===== src/rtl/fetch_sequencer.sv =====
// fetch_sequencer: machine-cycle fetch sequencer. Latches OPR/OPA, sequences
// two-word fetches and issues PC-load, stack push/pop and immediate-select.
// Ports: clk, rst (sync, active-high); cycle/romData/pcAddr/ccOut/iszNonZero in;
// opr, opa, imm8, secondWord, execEn, useImm, pcLoad, pcNew, stackPush,
// stackPop, instrDone out.
module fetch_sequencer (
  input  logic        clk,
  input  logic        rst,
  input  logic [2:0]  cycle,
  input  logic [3:0]  romData,
  input  logic [11:0] pcAddr,
  input  logic        ccOut,
  input  logic        iszNonZero,
  output logic [3:0]  opr,
  output logic [3:0]  opa,
  output logic [7:0]  imm8,
  output logic        secondWord,
  output logic        execEn,
  output logic        useImm,
  output logic        pcLoad,
  output logic [11:0] pcNew,
  output logic        stackPush,
  output logic        stackPop,
  output logic        instrDone
);

  typedef enum logic [1:0] {
    SYNC_WAIT = 2'd0,
    WORD1     = 2'd1,
    WORD2     = 2'd2
  } state_t;

  localparam logic [3:0] OP_JCN = 4'b0001;
  localparam logic [3:0] OP_FIM = 4'b0010;
  localparam logic [3:0] OP_JUN = 4'b0100;
  localparam logic [3:0] OP_JMS = 4'b0101;
  localparam logic [3:0] OP_ISZ = 4'b0111;
  localparam logic [3:0] OP_BBL = 4'b1100;
  localparam logic [3:0] OP_LDM = 4'b1101;

  state_t      state_q;
  logic [3:0]  opr_q;
  logic [3:0]  opa_q;
  logic [7:0]  imm8_q;
  logic [3:0]  page_q;
  logic [11:0] pcnew_q;
  logic        pcload_q;
  logic        push_q;
  logic        pop_q;
  logic        done_q;
  logic [2:0]  prev_q;

  logic        two_word;
  logic        final_word;
  logic        retire;
  logic        oos;
  logic        act_load;
  logic        act_push;
  logic        act_pop;
  logic [11:0] act_target;
  logic        unused_pc;

  // Only the page nibble of the PC is needed.
  assign unused_pc = ^pcAddr[7:0];

  always_comb begin
    two_word = (opr_q == OP_JCN) || (opr_q == OP_JUN) ||
               (opr_q == OP_JMS) || (opr_q == OP_ISZ) ||
               ((opr_q == OP_FIM) && !opa_q[0]);
  end

  // The word whose execute window retires the instruction.
  assign final_word = (state_q == WORD2) ||
                      ((state_q == WORD1) && !two_word);
  assign retire     = final_word && (cycle == 3'd7);

  // A cycle 0 not preceded by cycle 7 means the generator restarted.
  assign oos = (cycle == 3'd0) && (prev_q != 3'd7);

  always_comb begin
    act_load   = 1'b0;
    act_push   = 1'b0;
    act_pop    = 1'b0;
    act_target = {opa_q, imm8_q};
    case (opr_q)
      OP_JUN: act_load = 1'b1;
      OP_JMS: begin
        act_load = 1'b1;
        act_push = 1'b1;
      end
      OP_JCN: begin
        act_load   = ccOut;
        act_target = {page_q, imm8_q};
      end
      OP_ISZ: begin
        act_load   = iszNonZero;
        act_target = {page_q, imm8_q};
      end
      OP_BBL: act_pop = 1'b1;
      default: ;
    endcase
  end

  always_ff @(posedge clk) begin
    if (rst) begin
      state_q  <= SYNC_WAIT;
      opr_q    <= 4'h0;
      opa_q    <= 4'h0;
      imm8_q   <= 8'h00;
      page_q   <= 4'h0;
      pcnew_q  <= 12'h000;
      pcload_q <= 1'b0;
      push_q   <= 1'b0;
      pop_q    <= 1'b0;
      done_q   <= 1'b0;
      prev_q   <= 3'd0;
    end else begin
      pcload_q <= 1'b0;
      push_q   <= 1'b0;
      pop_q    <= 1'b0;
      done_q   <= 1'b0;
      prev_q   <= cycle;
      case (state_q)
        SYNC_WAIT: begin
          if (cycle == 3'd0) state_q <= WORD1;
        end
        WORD1: begin
          if (oos) begin
            state_q <= SYNC_WAIT;
          end else begin
            if (cycle == 3'd3) opr_q <= romData;
            if (cycle == 3'd4) opa_q <= romData;
            if ((cycle == 3'd7) && two_word) state_q <= WORD2;
          end
        end
        WORD2: begin
          if (oos) begin
            state_q <= SYNC_WAIT;
          end else begin
            if (cycle == 3'd3) begin
              imm8_q[7:4] <= romData;
              page_q      <= pcAddr[11:8];
            end
            if (cycle == 3'd4) imm8_q[3:0] <= romData;
            if (cycle == 3'd7) state_q <= WORD1;
          end
        end
        default: state_q <= SYNC_WAIT;
      endcase
      if (retire) begin
        done_q   <= 1'b1;
        pcload_q <= act_load;
        push_q   <= act_push;
        pop_q    <= act_pop;
        if (act_load) pcnew_q <= act_target;
      end
    end
  end

  assign opr        = opr_q;
  assign opa        = opa_q;
  assign imm8       = imm8_q;
  assign pcNew      = pcnew_q;
  assign pcLoad     = pcload_q;
  assign stackPush  = push_q;
  assign stackPop   = pop_q;
  assign instrDone  = done_q;
  assign secondWord = (state_q == WORD2);
  assign execEn     = final_word && (cycle >= 3'd5);
  assign useImm     = execEn &&
                      ((opr_q == OP_LDM) || (opr_q == OP_BBL));

endmodule

===== config.mk =====
export PLATFORM = sky130hd
export DESIGN_NAME = fetch_sequencer
export DESIGN_NICKNAME = d
export VERILOG_FILES = /design/src/rtl/fetch_sequencer.sv
export SDC_FILE = /design/constraint.sdc
export NUM_CORES = 1
export LEC_CHECK = 0
export ABC_CLOCK_PERIOD_IN_PS = 4050
export BUFFER_PORTS_ARGS = -buffer_cell sky130_fd_sc_hd__buf_4
export CAP_MARGIN = 20
export CELL_PAD_IN_SITES_DETAIL_PLACEMENT = 0
export CELL_PAD_IN_SITES_GLOBAL_PLACEMENT = 1
export CORE_UTILIZATION = 41
export CTS_BUF_LIST = sky130_fd_sc_hd__clkbuf_8
export DETAILED_ROUTE_END_ITERATION = 8
export GPL_ROUTABILITY_DRIVEN = 0
export PLACE_DENSITY_LB_ADDON = 0.05
export RECOVER_POWER = 100
export SETUP_SLACK_MARGIN = 0.1
export SKIP_LAST_GASP = 1
export SYNTH_ARGS = -nofsm -noshare
export SYNTH_HDL_FRONTEND = slang
export SYNTH_SLANG_ARGS = --single-unit

===== constraint.sdc =====
create_clock -name clk -period 4.05 [get_ports clk]
set_input_delay 0.2025 -clock clk [delete_from_list [all_inputs] [get_ports clk]]
set_output_delay 0.2025 -clock clk [all_outputs]
set_load 0.01 [all_outputs]

Word level (Yosys, flattened, before mapping)
Cells that the tools add are included.
{"block": "op_classes", "n_lt_le_gt_ge": 1, "eq_ne": 16, "mux": 11, "bitwise": 2, "n_reduce_logical": 26}
{"op": "3-bit AND reduction", "n": 5}
{"op": "4-bit by 3-bit equality test with 1-bit output (second input constant)", "n": 3}
{"op": "12-bit two-way mux", "n": 1}
{"op": "2-bit two-way mux", "n": 5}
{"op": "4-bit equality test (second input constant)", "n": 2}
{"op": "1-bit logical AND", "n": 7}
{"op": "3-bit equality test (second input constant)", "n": 2}
{"op": "1-bit logical OR", "n": 6}
{"op": "2-bit one-hot mux with 3 select lines", "n": 1}
{"op": "2-bit OR reduction", "n": 3}
{"op": "4-bit by 1-bit equality test with 1-bit output (second input constant)", "n": 1}
{"op": "4-bit by 2-bit equality test with 1-bit output (second input constant)", "n": 1}
{"op": "3-bit by 2-bit equality test with 1-bit output (second input constant)", "n": 1}
{"op": "3-bit greater-or-equal comparator (second input constant)", "n": 1}
{"op": "3-bit logical NOT", "n": 1}
{"op": "1-bit two-way mux", "n": 3}
{"op": "3-bit by 1-bit inequality test with 1-bit output (second input constant)", "n": 1}
{"op": "3-bit by 2-bit inequality test with 1-bit output (second input constant)", "n": 1}
{"op": "3-bit inequality test (second input constant)", "n": 1}
{"op": "1-bit one-hot mux with 3 select lines", "n": 1}
{"op": "2-bit by 1-bit equality test with 1-bit output (second input constant)", "n": 1}
{"op": "2-bit equality test (second input constant)", "n": 1}
{"op": "1-bit logical NOT", "n": 2}
{"op": "2-bit logical NOT", "n": 1}
{"op": "3 further kinds", "n": 4}
{"block": "totals", "register_bits": 41, "in_bits": 23, "output_inout_bits": 35, "elab_cells": 68}

Depth between registers and ports, before layout
Gate-level depths: netlist (run 1).
{"block": "logic_depth", "depth_word": 11, "ltp_mapped": 7, "mapped_depth_nobuf": 5}

Least setup slack after synthesis (run 1)
OpenSTA, ideal clock, no wires.
{"block": "synth_timing", "path_type": "reg2out", "startpoint": "reg opr_q[0] (netlist: opr[0])", "endpoint": "out execEn", "arrival_time_ps": 1552, "required_ps": 3848, "setup_slack_ps": 2296, "stages_incl_launch_ff": 7, "n_path_buf": 1, "cell_sequence": "dfxtp_1 -> nor4b_1 -> a211oi_2 -> a21oi_2 -> buf_6 -> a21boi_0 -> nor2_1"}
{"block": "synth_between", "elab_chain_len": 9, "word_cells_on_any_way": 14, "classes_between": "eq/ne: 5; reduce/logical: 9"}
{"item": "start: declaration", "line_no": "42", "source": "logic [3:0] opr_q;"}
{"item": "start signal: assignment", "line_no": "131", "source": "if (cycle == 3'd3) opr_q <= romData;"}
{"item": "4-bit by 1-bit equality test with 1-bit output or 4-bit by 3-bit equality test with 1-bit output (tied branches)", "line_no": "67", "source": "two_word = (opr_q == OP_JCN) || (opr_q == OP_JUN) ||"}
{"item": "1-bit logical OR (2 in a row)", "line_no": "67"}
{"item": "1-bit logical OR", "line_no": "68", "source": "(opr_q == OP_JMS) || (opr_q == OP_ISZ) ||"}
{"item": "1-bit logical OR *", "line_no": "68"}
{"item": "1-bit logical NOT *", "line_no": "74", "source": "((state_q == WORD1) && !two_word);"}
{"item": "1-bit logical AND *", "line_no": "74"}
{"item": "1-bit logical OR *", "line_no": "73", "source": "assign final_word = (state_q == WORD2) ||"}
{"item": "1-bit logical AND *", "line_no": "169", "source": "assign execEn = final_word && (cycle >= 3'd5);"}
{"item": "end: declaration", "line_no": "18", "source": "output logic execEn,"}
Every way passes the cells marked *; elsewhere a longest branch is shown, timed or not.

Worst setup path in the final report (run 1)
{"block": "layout_timing", "startpoint": "reg opr_q[2] (netlist: opr[2])", "endpoint": "out execEn"}
Same word-level chain as after synthesis.

==> results of run 1 <==
## logic make-up (layout without fill, tap and decap cells)
logic type	after synthesis	after routing	share of synthesized area
buffers and inverters	18	59	0.0641
DFF	41	41	0.472
AOI/OAI and AO/OA	36	36	0.118
and+or+nand+nor	65	65	0.207
muxes	24	24	0.138
## critical path: cells and delay by family (launching register included)
family	cells	cell delay [ps]
buffers and inverters	1	140
AO/OA/AOI/OAI	3	1620
AND/OR/NAND/NOR	2	390
flip-flops	1	420
## metrics by stage
stage / util / area [um^2] / worst slack [ps] / cells / total power (W)
detailed placement: 0.515 / 2080 / 1760 / 267 / 0.000455
finish: 0.498 / 2010 / 995 / 275 / 0.000694
global route: 0.498 / 2010 / 601 / 275 / 0.000725
global placement: 0.512 / 2060 / 1780 / 266 / 0.000454
CTS: 0.536 / 2160 / 1420 / 275 / 0.000705
floorplan: - / 1740 / 2300 / 184 / 0.000437
## layout by cell type, fill, tap and decap left out, types with 5 or more instances in the layout
cell type / count
or3b_1: 7
o21ai_0: 13
clkbuf_8: 5
nor2_1: 25
or3_1: 5
dfxtp_1: 41
a21oi_1: 15
clkbuf_1: 37
buf_4: 13
mux2i_1: 24
nor2b_1: 6
## sequential cells by signal, indices dropped and copies added, names as in the netlist, 2 cells and up
register,count
prev_q,3
page_q,4
pcNew,12
opr,4
imm8,8
state_q,2
opa,4
## layer usage
layer | GRT usage | up-vias
li1 | - | 714
met4 | 0.0957 | 0
met5 | 0 | -
met2 | 0.288 | 32
met1 | 0.253 | 626
met3 | 0.0462 | 4
## worst max path at each step
stage                        startpoint  endpoint  slack (ps)  cells after the start
finish              opr[2]$_SDFFE_PP0P_    execEn        1000                      6
global route        opr[1]$_SDFFE_PP0P_    execEn         600                      6
floorplan           opr[0]$_SDFFE_PP0P_    execEn        2300                      6
detailed placement  opr[0]$_SDFFE_PP0P_    execEn        1760                      6
global placement    opr[0]$_SDFFE_PP0P_    execEn        1780                      6
CTS                 opr[0]$_SDFFE_PP0P_    execEn        1420                      6
## report_power, final
| part | internal (W) | switching [W] |
|---|---|---|
| clock | 0.000117 | 0.000134 |
| sequential | 0.000406 | 0.00000159 |
| combinational | 0.0000142 | 0.0000217 |
| total | 0.000537 | 0.000158 |
## final cells by class
type / instances / area, um^2 / area share
well taps: 50 / 62.6 / 0.0312
flip-flops and latches: 41 / 821 / 0.409
repair buffers: 51 / 248 / 0.124
multi-input cells: 125 / 792 / 0.395
clock buffers: 5 / 68.8 / 0.0343
clock inverters: 3 / 13.8 / 0.00686
==> reports/summary.txt, run 1 <==
Post-route DRC -> 0
HPWL after detailed placement -> 2.86 mm
post-synth top area share -> 0.472
reg2reg start -> opr[2]$_SDFFE_PP0P_
Hold Path End -> page_q[1]$_SDFFE_PP0P_
Hold/Removal Path Class -> primary input to flop
Synth async-reset ratio -> 0
grt ovf -> 0
antenna-violating nets left -> 0
failing checks -> capacitance limit, slew limit
syn_area_per_cell -> 9.45 um^2
Starting DRT DRC Count -> 88
root buffer cell -> clkbuf_8
WHS -> 142 ps
wire length on met1 -> 1.99 mm
CP Capture Type -> output pin
# clock sinks -> 41
Leak -> 0.753 nW
r2r worst-path depth -> 5
status -> finished, violations left
Worst Path Arrival -> 2850 ps
num ports -> 58
I/O Buffers -> 49
NumNets Final -> 247
via count -> 1376
Post-Route WL -> 3.92 mm
met2 wire len -> 1.69 mm
Setup Buffers After CTS -> 0
HP Start -> pcAddr[9]
CTS tree -> yes
largest net degree at the start of global routing -> 41
register-to-register setup slack -> 1420 ps
Min-Delay Path Depth -> 3
crit path kind -> flop to output pin
Starting Density -> 0.431
post-synthesis sequential area ratio -> 0.472
1st-pass router iterations -> 4
# hold bufs at CTS -> 0
Syn Std Cell Area -> 1740 um^2
initial antenna violation count -> 0
row cnt -> 23
global-route wire length before repair -> 6.28 mm
CP max stage delay -> 1160 ps
CTS resizes -> 0
Setup Skew -> 5.85 ps
die height -> 67.1 um
crit share post-route -> 0.754
fmax -> 327 MHz
Post-synth top cells -> dfxtp_1 (41), nor2_1 (25), mux2i_1 (24), a21oi_1 (14), o21ai_0 (13)
Synth cell types -> 32
crit start category -> flop
number of global-route vias before repair -> 1291
maximum VDD drop -> 0.000183 V
crit path max-delay cell type -> a21oi_1
top cells by area, synth -> dfxtp_1 (47%), mux2i_1 (14%), nor2_1 (5.4%)
reg-to-reg critical path endpoint -> instrDone$_SDFF_PP0_
CTS buffer count -> 5
#FFs+latches synth -> 41
met3 wire length -> 204 um
# fillers -> 447
per-cell routed wire length -> 14.2 um
RSZ-0062 raised after global routing -> no
max-slew violation count -> 41
pwr dens -> 346 nW/um^2
cells after synthesis -> 184
synth-to-layout area growth -> 15.4%
CORE AREA -> 4030 um^2
relative slew slack -> -0.129
worst skew pair latency -> 290 ps
Worst-Margin Slew -> 1690 ps
Synth warnings -> 0
Critical Path Fanout Max -> 27
Die ar. -> 4500 um^2
share of cells above drive strength 1 -> 0.0978
Final Hold Fails -> 0
Reg clk slew, reported paths -> 70 ps
Via density -> 5.00
max-cap violations -> 2
GRT Overall Usage -> 0.191
prevailing post-synth register cell -> dfxtp_1
CTS H-tree lvls -> 2
DR top layer -> met4
largest area contributor in the netlist -> dfxtp_1
ant diodes -> 0
Post-synth EDFFs -> 0
Syn Nets -> 207
final setup fails -> 0
setup_tns -> 0 ps
critical path, cell by cell -> nor2b_1 -> a211oi_1 -> a21oi_1 -> a21boi_0 -> nor2_1 -> clkbuf_1
Period minus WS final -> 3050 ps
Die Wd -> 67.1 um
Req. time, crit path -> 3850 ps
CTS max path bufs -> 2
top-count cell post-synth -> dfxtp_1
No activity file was read; power rests on OpenSTA's default activity.
==> inputs of run 2 (changes only) <==
--- a/config.mk
+++ b/config.mk
@@ -5,12 +5,13 @@
 export SDC_FILE = /design/constraint.sdc
 export NUM_CORES = 1
 export LEC_CHECK = 0
-export ABC_CLOCK_PERIOD_IN_PS = 4050
+export ABC_AREA = 1
+export ABC_CLOCK_PERIOD_IN_PS = 2850
 export BUFFER_PORTS_ARGS = -buffer_cell sky130_fd_sc_hd__buf_4
 export CAP_MARGIN = 20
 export CELL_PAD_IN_SITES_DETAIL_PLACEMENT = 0
 export CELL_PAD_IN_SITES_GLOBAL_PLACEMENT = 1
-export CORE_UTILIZATION = 41
+export CORE_UTILIZATION = 37
 export CTS_BUF_LIST = sky130_fd_sc_hd__clkbuf_8
 export DETAILED_ROUTE_END_ITERATION = 8
 export GPL_ROUTABILITY_DRIVEN = 0
==> constraint.sdc (replaced) <==
create_clock -name clk -period 2.85 [get_ports clk]
set_input_delay 0.1425 -clock clk [delete_from_list [all_inputs] [get_ports clk]]
set_output_delay 0.1425 -clock clk [all_outputs]
set_load 0.01 [all_outputs]
==> run 2 against run 1 <==
Effect of this change:
- global-route usage down 1.6 points
- first-iteration DRC count fell by 20%
- area after synthesis rose by 10%
- wire length is 12% higher
- critical path type is now flop to flop
- clock power is 52% higher
- critical endpoint is now pcNew[8]$_SDFFE_PP0P_
- the flow now finishes without violations
- via count rose by 25%
- hold slack got worse by 74 ps
- synthesized cell count grew 49%
==> reports/summary.txt, run 2 <==
Starting Density -> 0.395
WHS -> 67.8 ps
global-route wire length before repair -> 7.19 mm
Worst Path Arrival -> 2370 ps
worst setup margin -> 671 ps
Post-synth EDFFs -> 0
CTS max path bufs -> 2
simple-gate share of the synthesized area -> 0.292
Die ar. -> 5470 um^2
Power Total -> 0.00112 W
num ports -> 58
prevailing post-synth register cell -> dfxtp_1
antenna-violating nets left -> 0
Critical Path Fanout Max -> 15
max-cap violations -> 0
per-cell routed wire length -> 11.4 um
top cells by area, synth -> dfxtp_1 (43%), inv_1 (11%), nand2_1 (9.2%)
initial antenna violation count -> 0
Req. time, crit path -> 3050 ps
# clock sinks -> 41
pwr dens -> 513 nW/um^2
wire length on met1 -> 2.23 mm
top-count cell post-synth -> inv_1
NumNets Final -> 338
Via density -> 4.48
fmax -> 459 MHz
Synth warnings -> 0
Adder-Cell Fraction of Synth Area -> 0
XOR/XNOR Fraction of Synth Area -> 0
syn_area_per_cell -> 6.97 um^2
number of global-route vias before repair -> 1576
worst skew pair latency -> 300 ps
most common cell after layout, fill and taps aside -> inv_1
crit start category -> flop
CTS buffer count -> 5
root buffer cell -> clkbuf_8
Setup Skew -> 5.54 ps
CTS resizes -> 0
Syn Std Cell Area -> 1920 um^2
Synth cell types -> 24
row cnt -> 25
CTS tree -> yes
post-synthesis sequential area ratio -> 0.428
HPWL after detailed placement -> 3.07 mm
mux cell area share after synthesis -> 0
I/O Buffers -> 49
DR top layer -> met4
max reg flops -> 12
Final Hold Fails -> 0
final setup fails -> 0
synth-to-layout area growth -> 13.8%
met3 wire length -> 248 um
Util after Layout -> 0.450
main combinational cell family by area after synthesis -> simple AND/OR/NAND/NOR gates
Leak -> 0.913 nW
relative slew slack -> 0.422
Starting DRT DRC Count -> 70
CTS H-tree lvls -> 2
via count -> 1717
Post-Route WL -> 4.37 mm
Post-synth top cells -> inv_1 (56), nand2_1 (47), dfxtp_1 (41), nor2_1 (28), o21ai_0 (20)
Hold/Removal Path Class -> primary input to flop
Setup Buffers After CTS -> 0
setup_tns -> 0 ps
max-slew violation count -> 0
maximum VDD drop -> 0.000259 V
share of cells above drive strength 1 -> 0.0854
grt ovf -> 0
die height -> 74.0 um
ant diodes -> 0
register area -> 821 um^2
crit share post-route -> 0.765
Syn Nets -> 298
Multi-input gate area -> 743 um^2
RSZ-0062 raised after global routing -> no
crit path kind -> flop to flop
1st-pass router iterations -> 4
Synth async-reset ratio -> 0
met2 wire len -> 1.84 mm
CP Capture Type -> flop
# hold bufs at CTS -> 0
cells after synthesis -> 275
status -> complete, no violations
CORE AREA -> 4850 um^2
Post-route DRC -> 0
largest area contributor in the netlist -> dfxtp_1
Place WS -> 1170 ps
largest net degree at the start of global routing -> 34
commonest non-fill, non-tap cells in the layout -> inv_1 (57), nand2_1 (48), dfxtp_1 (41)
#FFs+latches synth -> 41
Reg clk slew, reported paths -> 80 ps
post-synth top area share -> 0.428
GRT Overall Usage -> 0.175
Worst-Margin Slew -> 866 ps
Synth Area in Compound Gates -> 0.105
Period minus WS final -> 2180 ps
Die Wd -> 74.0 um
# fillers -> 586
## run 2: power by group
group          internal, W  total, W  switching, W
sequential        0.000586  0.000594    0.00000813
combinational    0.0000445  0.000144     0.0000993
clock             0.000169  0.000382      0.000213
## run 2: metal layers
metal	vias up	GRT usage
met3	7	0.0515
met2	46	0.269
li1	926	-
met1	738	0.237
met4	0	0.0577
met5	-	0
## run 2: final cells by class
class	count	area share
flip-flops and latches	41	0.376
multi-input cells	159	0.341
repair buffers	49	0.103
inverters	59	0.102
well taps	67	0.0384
clock buffers	5	0.0316
clock inverters	3	0.00803
## run 2: logic make-up (layout without fill, tap and decap cells)
logic type	Yosys count	in the layout
simple gates	119	119
buf+inv	75	116
flops	41	41
compound gates	40	40
## run 2: final timing paths
kind,from,to,slack [ps],depth (start not counted)
max,opr[2]$_SDFFE_PP0P_,pcNew[8]$_SDFFE_PP0P_,670,9
min,rst,state_q[1]$_SDFFE_PP0P_,70,2
max reg2reg,opr[2]$_SDFFE_PP0P_,pcNew[8]$_SDFFE_PP0P_,670,9
min reg2reg,page_q[3]$_SDFFE_PP0P_,page_q[3]$_SDFFE_PP0P_,450,2
## run 2: critical path, cell delays in order (launching register included)
cell	delay [ps]
dfxtp_1	430
inv_1	80
nor2_1	240
nand2_1	130
nand4_1	110
nand2_1	350
nand3_1	520
nand2_1	100
inv_1	70
nor2_1	40
## run 2: stage by stage
stage	instance area (um^2)	cells
finish	2180	383
global route	2180	383
CTS	2340	383
detailed placement	2250	375
global placement	2250	375
floorplan	1920	275
